==> src/rtl/pipelined_cla_adder_if.sv <==
// Handshake bundle for the pipelined carry-lookahead adder/subtractor:
// operand beat in (valid/ready), result beat out (valid/ready).
interface pipelined_cla_adder_if #(
    parameter int WIDTH = 16
) ();
    logic             in_valid;
    logic             in_ready;
    logic [WIDTH-1:0] a;
    logic [WIDTH-1:0] b;
    logic             c_in;
    logic             sub;
    logic             out_valid;
    logic             out_ready;
    logic [WIDTH-1:0] s;
    logic             c_out;
    logic             ovf;
    logic             pg;
    logic             gg;

    // Producer of operands / consumer of results
    modport master (
        output in_valid, a, b, c_in, sub, out_ready,
        input  in_ready, out_valid, s, c_out, ovf, pg, gg
    );

    // The adder itself
    modport slave (
        input  in_valid, a, b, c_in, sub, out_ready,
        output in_ready, out_valid, s, c_out, ovf, pg, gg
    );
endinterface

==> src/rtl/pipelined_cla_adder.sv <==
// Pipelined carry-lookahead adder/subtractor. The operand is cut into STAGES
// segments of SEG bits; segment k is resolved in pipeline stage k with a
// two-level (4-bit group, then segment) lookahead. Each stage forwards only
// the operand p/g bits still to be processed and the sum bits already done.
// All stages advance together under one enable, so bubbles are preserved.
module pipelined_cla_adder #(
    parameter int WIDTH  = 16,
    parameter int STAGES = 4
) (
    input  logic                 clk,
    input  logic                 rst_n,
    pipelined_cla_adder_if.slave bus
);
    localparam int SEG  = WIDTH / STAGES;
    localparam int NG   = SEG / 4;
    localparam int LAST = STAGES - 1;

    typedef struct packed {
        logic [SEG-1:0] sum;
        logic           cout;
        logic           pg;
        logic           gg;
    } seg_res_t;

    // One segment: group P/G per 4 bits, then every group carry and every
    // bit carry written as a flat sum of products of the level below, so no
    // carry ripples through more than one group boundary.
    function automatic seg_res_t seg_add(input logic [SEG-1:0] p,
                                         input logic [SEG-1:0] g,
                                         input logic           cin);
        logic [NG-1:0]  gp;
        logic [NG-1:0]  gq;
        logic [NG:0]    gc;
        logic [SEG-1:0] c;
        logic           t;
        seg_res_t       r;
        for (int j = 0; j < NG; j++) begin
            gp[j] = &p[4*j +: 4];
            gq[j] = g[4*j+3]
                  | (p[4*j+3] & g[4*j+2])
                  | (p[4*j+3] & p[4*j+2] & g[4*j+1])
                  | (p[4*j+3] & p[4*j+2] & p[4*j+1] & g[4*j]);
        end
        for (int j = 0; j <= NG; j++) begin
            t = cin;
            for (int m = 0; m < j; m++) t = t & gp[m];
            gc[j] = t;
            for (int i = 0; i < j; i++) begin
                t = gq[i];
                for (int m = i + 1; m < j; m++) t = t & gp[m];
                gc[j] = gc[j] | t;
            end
        end
        for (int j = 0; j < NG; j++) begin
            for (int bi = 0; bi < 4; bi++) begin
                t = gc[j];
                for (int m = 0; m < bi; m++) t = t & p[4*j+m];
                c[4*j+bi] = t;
                for (int i = 0; i < bi; i++) begin
                    t = g[4*j+i];
                    for (int m = i + 1; m < bi; m++) t = t & p[4*j+m];
                    c[4*j+bi] = c[4*j+bi] | t;
                end
            end
        end
        r.sum  = p ^ c;
        r.cout = gc[NG];
        r.pg   = &gp;
        r.gg   = 1'b0;
        for (int i = 0; i < NG; i++) begin
            t = gq[i];
            for (int m = i + 1; m < NG; m++) t = t & gp[m];
            r.gg = r.gg | t;
        end
        return r;
    endfunction

    logic adv;

    // Single global enable: everything moves unless a result is stuck.
    assign adv          = !bus.out_valid | bus.out_ready;
    assign bus.in_ready = adv;

    for (genvar k = 0; k < STAGES; k++) begin : g_st
        // operand bits still pending after this stage
        localparam int REM = WIDTH - (k + 1) * SEG;

        logic [WIDTH-k*SEG-1:0] p_src;
        logic [WIDTH-k*SEG-1:0] g_src;
        logic                   c_src;
        logic                   pga_src;
        logic                   gga_src;
        logic                   vld_src;
        logic [(k+1)*SEG-1:0]   sum_nxt;
        seg_res_t               seg;

        logic                   vld_r;
        logic [(k+1)*SEG-1:0]   sum_r;
        logic                   c_r;
        logic                   pga_r;
        logic                   gga_r;

        if (k == 0) begin : g_head
            // ---- operand conditioning feeds stage 0 ----
            assign p_src   = bus.a ^ (bus.b ^ {WIDTH{bus.sub}});
            assign g_src   = bus.a & (bus.b ^ {WIDTH{bus.sub}});
            assign c_src   = bus.sub | bus.c_in;
            assign pga_src = 1'b1;
            assign gga_src = 1'b0;
            assign vld_src = bus.in_valid;
            assign sum_nxt = seg.sum;
        end else begin : g_link
            // ---- stage k-1 registers feed stage k ----
            assign p_src   = g_st[k-1].g_fwd.p_r;
            assign g_src   = g_st[k-1].g_fwd.g_r;
            assign c_src   = g_st[k-1].c_r;
            assign pga_src = g_st[k-1].pga_r;
            assign gga_src = g_st[k-1].gga_r;
            assign vld_src = g_st[k-1].vld_r;
            assign sum_nxt = {seg.sum, g_st[k-1].sum_r};
        end

        assign seg = seg_add(p_src[SEG-1:0], g_src[SEG-1:0], c_src);

        // Stage register: valid, finished sum bits, segment carry, running P/G
        always_ff @(posedge clk or negedge rst_n) begin
            if (!rst_n) begin
                vld_r <= 1'b0;
                sum_r <= '0;
                c_r   <= 1'b0;
                pga_r <= 1'b0;
                gga_r <= 1'b0;
            end else if (adv) begin
                vld_r <= vld_src;
                sum_r <= sum_nxt;
                c_r   <= seg.cout;
                pga_r <= pga_src & seg.pg;
                gga_r <= seg.gg | (seg.pg & gga_src);
            end
        end

        if (REM > 0) begin : g_fwd
            logic [REM-1:0] p_r;
            logic [REM-1:0] g_r;

            // Carry the unprocessed upper p/g bits along with the beat
            always_ff @(posedge clk or negedge rst_n) begin
                if (!rst_n) begin
                    p_r <= '0;
                    g_r <= '0;
                end else if (adv) begin
                    p_r <= p_src[WIDTH-k*SEG-1:SEG];
                    g_r <= g_src[WIDTH-k*SEG-1:SEG];
                end
            end
        end else begin : g_tail
            logic ovf_r;

            // Carry into MSB is recovered as p_msb ^ s_msb; overflow = that ^ carry out
            always_ff @(posedge clk or negedge rst_n) begin
                if (!rst_n) begin
                    ovf_r <= 1'b0;
                end else if (adv) begin
                    ovf_r <= p_src[SEG-1] ^ seg.sum[SEG-1] ^ seg.cout;
                end
            end
        end
    end

    // ---- final stage registers drive the result port ----
    assign bus.out_valid = g_st[LAST].vld_r;
    assign bus.s         = g_st[LAST].sum_r;
    assign bus.c_out     = g_st[LAST].c_r;
    assign bus.ovf       = g_st[LAST].g_tail.ovf_r;
    assign bus.pg        = g_st[LAST].pga_r;
    assign bus.gg        = g_st[LAST].gga_r;
endmodule

==> src/flat_wrapper.sv <==
// flat-port wrapper written by rule: the top's interface ports become plain ports
module pipelined_cla_adder_flat 
#(
    parameter int WIDTH  = 16,
    parameter int STAGES = 4
)
  (clk, rst_n, bus_in_valid, bus_a, bus_b, bus_c_in, bus_sub, bus_out_ready, bus_in_ready, bus_out_valid, bus_s, bus_c_out, bus_ovf, bus_pg, bus_gg);
  pipelined_cla_adder_if #(.WIDTH(WIDTH)) bus_i ();
  input  logic clk;
  input  logic rst_n;
  input wire logic [$bits(bus_i.in_valid)-1:0] bus_in_valid;
  input wire logic [$bits(bus_i.a)-1:0] bus_a;
  input wire logic [$bits(bus_i.b)-1:0] bus_b;
  input wire logic [$bits(bus_i.c_in)-1:0] bus_c_in;
  input wire logic [$bits(bus_i.sub)-1:0] bus_sub;
  input wire logic [$bits(bus_i.out_ready)-1:0] bus_out_ready;
  output wire logic [$bits(bus_i.in_ready)-1:0] bus_in_ready;
  output wire logic [$bits(bus_i.out_valid)-1:0] bus_out_valid;
  output wire logic [$bits(bus_i.s)-1:0] bus_s;
  output wire logic [$bits(bus_i.c_out)-1:0] bus_c_out;
  output wire logic [$bits(bus_i.ovf)-1:0] bus_ovf;
  output wire logic [$bits(bus_i.pg)-1:0] bus_pg;
  output wire logic [$bits(bus_i.gg)-1:0] bus_gg;
  assign bus_i.in_valid = bus_in_valid;
  assign bus_i.a = bus_a;
  assign bus_i.b = bus_b;
  assign bus_i.c_in = bus_c_in;
  assign bus_i.sub = bus_sub;
  assign bus_i.out_ready = bus_out_ready;
  assign bus_in_ready = bus_i.in_ready;
  assign bus_out_valid = bus_i.out_valid;
  assign bus_s = bus_i.s;
  assign bus_c_out = bus_i.c_out;
  assign bus_ovf = bus_i.ovf;
  assign bus_pg = bus_i.pg;
  assign bus_gg = bus_i.gg;
  pipelined_cla_adder #(.WIDTH(WIDTH), .STAGES(STAGES)) u_core (.clk(clk), .rst_n(rst_n), .bus(bus_i));
endmodule
==> config.mk <==
export PLATFORM = sky130hd
export DESIGN_NAME = pipelined_cla_adder_flat
export DESIGN_NICKNAME = d
export VERILOG_FILES = /design/src/rtl/pipelined_cla_adder_if.sv /design/src/rtl/pipelined_cla_adder.sv /design/src/flat_wrapper.sv
export SDC_FILE = /design/constraint.sdc
export NUM_CORES = 1
export LEC_CHECK = 0
export CAP_MARGIN = 10
export CORE_UTILIZATION = 59
export DETAILED_ROUTE_END_ITERATION = 12
export PLACE_DENSITY_LB_ADDON = 0.3
export SETUP_SLACK_MARGIN = 0.15
export SLEW_MARGIN = 10
export SYNTH_ARGS = -nofsm -noshare
export SYNTH_HDL_FRONTEND = slang
export SYNTH_SLANG_ARGS = --single-unit
==> constraint.sdc <==
create_clock -name clk -period 2.4 [get_ports clk]
set_input_delay 0.36 -clock clk [delete_from_list [all_inputs] [get_ports clk]]
set_output_delay 0.36 -clock clk [all_outputs]
set_load 0.05 [all_outputs]
## After elaboration in Yosys (flattened, before gate mapping)

Index checks and enable logic that the tools add are counted.

| storage, ports and cells | value |
|---|---|
| register bits after elaboration | 105 |
| input bits | 38 |

| operators by class | value |
|---|---|
| bitwise logic cells | 108 |
| reduce and logical (&&, ||, !) cells | 5 |

Operator list:

| operator | number |
|---|---|
| $and 1x1->1 | 54 |
| $or 1x1->1 | 45 |
| $xor 16x16->16 | 2 |
| $and 16x16->16 | 1 |
| $reduce_and 4->1 | 4 |
| $xor 4x4->4 | 4 |
| $xor 1x1->1 | 2 |
| $logic_not 1->1 | 1 |

## Longest topological paths before layout

Gate-level depths: netlist of run 1.

| depth | value |
|---|---|
| word-level depth | 9 |
| mapped depth | 8 |
| depth with buffers taken out | 7 |

## Least setup slack after synthesis of run 1

Ideal clock, no wire load.

| timing | value |
|---|---|
| path type | input -> register |
| start point | input port bus_sub |
| end point | register u_core.g_st[0].c_r |
| arrival | 1.659 ns |
| path slack | 0.620 ns |
| stages | 8 |
| buffers on the path | 2 |
| cells stage by stage | buf_2 > buf_4 > xor2_1 > ha_1 > a21oi_1 > o21ai_0 > nor3_1 > nor2_1 |

| on the way | value |
|---|---|
| longest elaborated chain between the ends | 7 |

RTL lines:

| what | line | source |
|---|---|---|
| start: declaration | flat_wrapper.sv:15 | `input wire logic [$bits(bus_i.sub)-1:0] bus_sub;` |
| $xor 16x16->16 | pipelined_cla_adder.sv:105, pipelined_cla_adder.sv:106 |  |
| $xor 16x16->16 / $and 16x16->16 (equally long branches) | pipelined_cla_adder.sv:105, pipelined_cla_adder.sv:106 |  |
| $and 1x1->1 (on tied branches) | pipelined_cla_adder.sv:40, pipelined_cla_adder.sv:41, pipelined_cla_adder.sv:42 |  |
| $or 1x1->1, or another cell as far along | pipelined_cla_adder.sv:40 | `\| (p[4*j+3] & g[4*j+2])` |
| $or 1x1->1 / $and 1x1->1 (equally long branches) | pipelined_cla_adder.sv:41, pipelined_cla_adder.sv:42 |  |
| $or 1x1->1 | pipelined_cla_adder.sv:42 | `\| (p[4*j+3] & p[4*j+2] & p[4*j+1] & g[4*j]);` |
| $or 1x1->1 (*) | pipelined_cla_adder.sv:51 | `gc[j] = gc[j] \| t;` |
| end signal: assignment | pipelined_cla_adder.sv:136 | `c_r <= seg.cout;` |
| end: declaration | pipelined_cla_adder.sv:99 | `logic c_r;` |

Every way passes the cells marked *; elsewhere a longest branch is shown, timed or not.
A chain may end at the register's enable or synchronous reset.

## Final worst setup path of run 1

Ends and elaborated chain as after synthesis.

==> run_results.csv, run 1 <==
group,metric,value,unit
global_routing,grt-ovfl-total,0,
route,drtPass1Iterations,4,
global_routing,grt_usage,23.4,%
sta,finClkSkew,7.95,ps
clocking,htreeDepth,3,
worst_setup_path,crit_chain,"clkdlybuf4s50_1 -> buf_4 -> xor2_1 -> ha_1 -> a21oi_1 -> o21ai_0 -> nor3_1 -> nor2_1",
layout,drive_above_1_share,4.95,%
floorplanning,initial_utilization,61.2,%
synth,async_reset_ff_share,100,%
global_routing,grt_max_degree,106,
worst_setup_path,critPathMaxStageDelay,520,ps
layout,area_delta_synth_final,18.1,%
clocking,clkLatencyLatePin,380,ps
pwr,p_leak,2.82,nW
placement,place_congestion,0.842,
synth,yosysWarnings,0,
sta,slew_headroom,64.9,%
worst_setup_path,cp-start-kind,"input pin",
synth,synth_top_area_share,55.6,%
pwr,ir_drop,0.553,mV
global_routing,grt_pass1_wl,15400,um
worst_setup_path,cp.arrival,2240,ps
sta,tightest_slew,526,ps
clocking,cts-buffers-inserted,9,
floorplanning,die-height,91.5,um
layout,stdcell_count,688,
worst_setup_path,cp_max_fo,5,
worst_setup_path,critPathKind,"input pin to flip-flop",
global_routing,antenna_found_initial,0,
layout,diodes,0,
worst_setup_path,cp_slowest_cell,"clkdlybuf4s50_1",
sta,finalSetupTns,0,ps
worst_setup_path,critical_path.startpoint,"bus_sub",
worst_setup_path,cp-end-kind,"flip-flop",
clocking,cts.path.max_buffers,2,
synth,synthTopCellsByArea,"dfrtp_1 56%, nand2_1 20%, ha_1 5.3%",
flow_run,drv_cap,0,
floorplanning,rows,32,
layout,fin_util,72.2,%
route,drtAntennaViolNets,0,
sta,finalCritPeriodShare,81.9,%
layout,multi_input_area,0.00194,mm^2
sta,fin_crit,1970,ps
synth,yosysMostFrequentCell,"nand2_1",
synth,syn_inst,530,
route,routed_wl,8700,um
floorplanning,die_area,0.00837,mm^2
synth,ys_ff_latch,105,
synth,synth_common_cells,"258 x nand2_1, 105 x dfrtp_1, 28 x nor2_1, 27 x a21oi_1",
route,drcViolationCount,0,
worst_setup_path,path_depth,8,
route,drt_iter0_drc,262,
placement,dp_hpwl,6060,um
placement,place_inst,672,
route,vias_per_cell,5.14,
sta,rsz0062_at_grt,"false",
worst_setup_path,reg2reg_from,"u_core.bus.out_valid$_DFFE_PN0P_",
floorplanning,die_x,91.5,um
layout,regArea,0.00263,mm^2
sta,hold_viol_final,0,
worst_setup_path,path_buf_inv,2,
floorplanning,core,0.00773,mm^2
worst_setup_path,critical-path-top-delay-family,"buffers and inverters",
synth,synth_flop_cell,"dfrtp_1",
synth,seq_area_frac_synth,55.6,%
clocking,post_cts_buffers,0,
worst_setup_path,r2r-end,"u_core.g_st[1].sum_r[6]$_DFFE_PN0P_",
clocking,cts_hold_buf,0,
sta,fmax,509,MHz
floorplanning,ios,60,
clocking,cts-root-buf,"clkbuf_8",
worst_hold_path,hold_path.class,"input pin to async pin",
synth,synth_edf_count,0,
clocking,path_clk_slew,100,ps
layout,fill_cells,588,
synth,synth.distinct_cells,28,
layout,nets,640,
synth,synth_area_leader_cell,"dfrtp_1",
placement,io_buffers,59,
worst_setup_path,crit_required,2670,ps
pwr,cellPowerDensity,1220,mW/mm^2
route,vias,3536,
synth,syn_area,0.00473,mm^2
worst_setup_path,rrSetupSlack,970,ps
synth,synth_fp_nets,589,
clocking,cts_resized,0,
clocking,cts_tree,"yes",
worst_setup_path,crit_end,"u_core.g_st[0].c_r$_DFFE_PN0P_",
sta,slew_viol_final,0,
run_status,status,"complete, no violations",
route,wl_per_cell,12.7,um
sta,setup_violations,0,
worst_setup_path,r2r_cells,5,
synth,synth.avg_cell_area,8.92,um^2
global_routing,grt_pass1_vias,3391,
clocking,cts_sinks,105,
[worst register-to-register path, delay by kind of cell, from the launching register on]
kind	cells	cell delay (ps)
AOI/OAI and AO/OA	1	130
and+or+nand+nor	2	230
DFF	1	390
buffers and inverters	2	600
[cell usage in the layout, fill, tap and decap left out, types with 5 or more instances in the layout]
cell type / count
dfrtp_1: 105
nand2_1: 258
xnor2_1: 5
nor2_1: 28
clkbuf_8: 9
ha_1: 20
o21ai_0: 10
clkdlybuf4s50_1: 57
xor2_1: 20
a21oi_1: 27
[state kept, by name (all words and copies together) (netlist names)]
register / flops
u_core.g_st.pga_r: 3
u_core.bus.ovf: 1
u_core.bus.c_out: 1
u_core.bus.out_valid: 1
u_core.bus.pg: 1
u_core.bus.s: 16
u_core.g_st.g_fwd.g_r: 24
u_core.g_st.c_r: 3
u_core.bus.gg: 1
u_core.g_st.g_fwd.p_r: 24
u_core.g_st.sum_r: 24
u_core.g_st.gga_r: 3
u_core.g_st.vld_r: 3
[layout make-up]
class                   instances  area share, %
inverters                       4          0.269
clock buffers                   9           2.22
well taps                     102           2.29
clock inverters                 7           1.23
flip-flops and latches        105           47.1
repair buffers                 65           12.2
multi-input cells             396           34.7
[power by group]
part	switching [mW]	leakage (nW)	total (mW)	internal [mW]
combinational	1.72	1.43	2.73	1.02
sequential	0.510	1.29	3.02	2.51
clock	0.656	0.100	1.07	0.410
[layer usage]
metal / track usage, % / part of all wire [%] / wire (um)
met5: 0 / 0 / 0
met4: 10.2 / 1.6 / 139
met3: 3.02 / 3.1 / 267
met2: 39.2 / 52 / 4500
met1: 30.6 / 44 / 3790
[cells by family (layout without fill, tap and decap cells)]
group / after synthesis / in the layout / share of synthesized area, %
AND/OR/NAND/NOR: 300 / 300 / 24.5
flip-flops: 105 / 105 / 55.6
AO/OA/AOI/OAI: 50 / 50 / 6.03
buffers and inverters: 29 / 85 / 3.57
XOR/XNOR: 25 / 25 / 4.63
adder cells (fa/ha/maj): 21 / 21 / 5.72
[how the worst min path moves through the flow]
| stage | from | cells after the start | endpoint |
|---|---|---|---|
| finish | rst_n | 2 | u_core.g_st[2].vld_r$_DFFE_PN0P_ |
| CTS | rst_n | 2 | u_core.bus.s[2]$_DFFE_PN0P_ |
| detailed placement | u_core.g_st[0].g_fwd.p_r[9]$_DFFE_PN0P_ | 2 | u_core.g_st[0].g_fwd.p_r[9]$_DFFE_PN0P_ |
| global placement | u_core.g_st[2].vld_r$_DFFE_PN0P_ | 2 | u_core.g_st[2].vld_r$_DFFE_PN0P_ |
| global route | rst_n | 2 | u_core.bus.s[2]$_DFFE_PN0P_ |
| floorplan | rst_n | 0 | u_core.bus.c_out$_DFFE_PN0P_ |
[through the flow]
step / setup slack [ps] / hold slack (ps) / power [mW] / cell area [um^2]
after CTS: 441 / 64.3 / 6.87 / 5580
after detailed placement: 105 / 455 / 5.82 / 5390
after global placement: 264 / 440 / 5.69 / 5390
after global routing: 370 / 93.5 / 7.32 / 5580
final: 433 / 31.8 / 6.82 / 5580
after floorplan: 620 / 64.4 / 4.94 / 4730
(Power assumes the default switching activity.)
==> run 2: changes to the inputs <==
--- a/config.mk
+++ b/config.mk
@@ -6,7 +6,7 @@
 export NUM_CORES = 1
 export LEC_CHECK = 0
 export CAP_MARGIN = 10
-export CORE_UTILIZATION = 59
+export CORE_UTILIZATION = 50
 export DETAILED_ROUTE_END_ITERATION = 12
 export PLACE_DENSITY_LB_ADDON = 0.3
 export SETUP_SLACK_MARGIN = 0.15
==> constraint.sdc (replaced) <==
create_clock -name clk -period 1.8 [get_ports clk]
set_input_delay 0.27 -clock clk [delete_from_list [all_inputs] [get_ports clk]]
set_output_delay 0.27 -clock clk [all_outputs]
set_load 0.05 [all_outputs]
==> run_results.csv, run 2 (synthesized netlist as in run 1, its figures left out) <==
group,metric,value,unit
worst_setup_path,critPathKind,"flip-flop to output pin",
placement,io_buffers,59,
sta,finalCritPeriodShare,87.3,%
clocking,path_clk_slew,100,ps
layout,nets,651,
sta,fin_crit,1570,ps
placement,place_inst,691,
route,vias,3551,
global_routing,grt_pass1_wl,15400,um
layout,layout_commonest_cell,"nand2_1",
sta,tightest_slew,497,ps
global_routing,grt_pass1_vias,3377,
layout,largestRegisters,"u_core.g_st.g_fwd.g_r x24, u_core.g_st.g_fwd.p_r x24, u_core.g_st.sum_r x24",
run_status,status,"complete, no violations",
worst_hold_path,hold_path.class,"input pin to async pin",
placement,place_area,0.00546,mm^2
layout,final_area,0.00566,mm^2
global_routing,antenna_found_initial,0,
placement,dp_hpwl,6340,um
layout,area_delta_synth_final,19.7,%
sta,hold_viol_final,0,
placement,place_congestion,0.885,
route,wl_per_cell,12.4,um
layout,diodes,0,
floorplanning,die_x,99.2,um
pwr,p_int,5.25,mW
global_routing,grt-ovfl-total,0,
pwr,p_sw,3.81,mW
pwr,p_seq_share,44.5,%
clocking,clkLatencyLatePin,370,ps
clocking,cts_tree,"yes",
route,vias_per_cell,5.02,
route,drt_iter0_drc,118,
clocking,cts-root-buf,"clkbuf_8",
layout,layout_common_cells,"258 x nand2_1, 105 x dfrtp_1, 34 x clkdlybuf4s50_1, 28 x nor2_1, 27 x a21oi_1",
sta,fmax,636,MHz
floorplanning,core,0.00920,mm^2
clocking,htreeDepth,3,
global_routing,grt_usage,19.9,%
worst_setup_path,r2r_cells,5,
floorplanning,rows,35,
pwr,switching_share,42.0,%
sta,rsz0062_at_grt,"false",
floorplanning,ios,60,
worst_setup_path,cp_max_fo,10,
worst_setup_path,cp.arrival,1300,ps
floorplanning,die-height,99.2,um
sta,slew_viol_final,0,
floorplanning,initial_utilization,51.4,%
pwr,fin_total_pwr,9.06,mW
layout,stdcell_count,708,
clocking,cts-buffers-inserted,9,
flow_run,drv_cap,0,
sta,hold_ws,398,ps
layout,drive_above_1_share,8.71,%
route,drtPass1Iterations,4,
sta,slew_headroom,66.9,%
sta,finClkSkew,9.54,ps
route,drcViolationCount,0,
worst_setup_path,cp-end-kind,"output pin",
pwr,pwr-share-clk,15.7,%
floorplanning,die_area,0.00985,mm^2
pwr,p_leak,2.92,nW
clocking,cts_sinks,105,
route,drtAntennaViolNets,0,
global_routing,grt_max_degree,98,
pwr,ir_drop,0.807,mV
worst_setup_path,cp-start-kind,"flip-flop",
route,routed_wl,8810,um
pwr,p_comb_share,39.8,%
clocking,cts.path.max_buffers,2,
worst_setup_path,crit_required,1530,ps
pwr,cellPowerDensity,1600,mW/mm^2
sta,setup_violations,0,
worst_setup_path,rrSetupSlack,420,ps
[run 2: final cells by class]
cell class | count | area, um^2
tap | 111 | 139
inverter | 4 | 15.0
clock inverter | 5 | 43.8
clock buffer | 11 | 151
timing repair buffer | 76 | 734
fill | 796 | 3540
sequential | 105 | 2630
multi-input combinational | 396 | 1950
[run 2: power by group through the flow]
| stage | clock (mW) | combinational (mW) | sequential, mW |
|---|---|---|---|
| floorplan | 0 | 1.90 | 4.68 |
| global placement | 0 | 3.60 | 4.03 |
| detailed placement | 0 | 3.70 | 4.09 |
| CTS | 1.46 | 3.65 | 4.04 |
| global route | 1.55 | 4.02 | 4.16 |
| finish | 1.43 | 3.60 | 4.03 |
[run 2: final timing paths]
check                                                               end                                     from
worst max-delay path                                       bus_in_ready         u_core.bus.out_valid$_DFFE_PN0P_
worst min-delay path                   u_core.bus.out_valid$_DFFE_PN0P_                                    rst_n
worst max register to register     u_core.g_st[2].sum_r[10]$_DFFE_PN0P_  u_core.g_st[1].g_fwd.p_r[0]$_DFFE_PN0P_
worst min register to register      u_core.g_st[1].sum_r[2]$_DFFE_PN0P_      u_core.g_st[0].sum_r[2]$_DFFE_PN0P_
max in group asynchronous       u_core.g_st[0].g_fwd.p_r[0]$_DFFE_PN0P_                                    rst_n
min in group clk                       u_core.g_st[0].vld_r$_DFFE_PN0P_                             bus_in_valid
[run 2: repair_timing]
| item | in CTS | in global routing |
|---|---|---|
| hold buffers | 1 | 0 |
| endpoints found under the setup margin | 13 | 0 |
| endpoints found under the hold margin | 35 | 0 |
| setup buffers | 0 | 0 |
| gates resized for setup | 12 | 0 |
[run 2: per-stage QoR]
step | util, % | TNS (ps) | setup slack, ps
6_report | 61.5 | 0 | 228
5_1_grt | 61.5 | 0 | 172
4_1_cts | 61.5 | 0 | 194
3_5_place_dp | 59.3 | -1410 | -310
3_3_place_gp | 59.3 | -1040 | -259
2_1_floorplan | - | 0 | 165
[run 2: routing by layer]
layer | part of all wire, % | vias up | track usage, %
li1 | - | 1792 | -
met1 | 44 | 1686 | 25.0
met2 | 51 | 61 | 34.1
met3 | 3.0 | 12 | 3.37
met4 | 1.6 | 0 | 8.26
met5 | 0 | - | 0
[run 2: worst max-delay path, stage by stage, from the launching register on]
cell and delay, ps:
dfrtp_1 390, nor2b_4 140, inv_2 230, buf_12 180
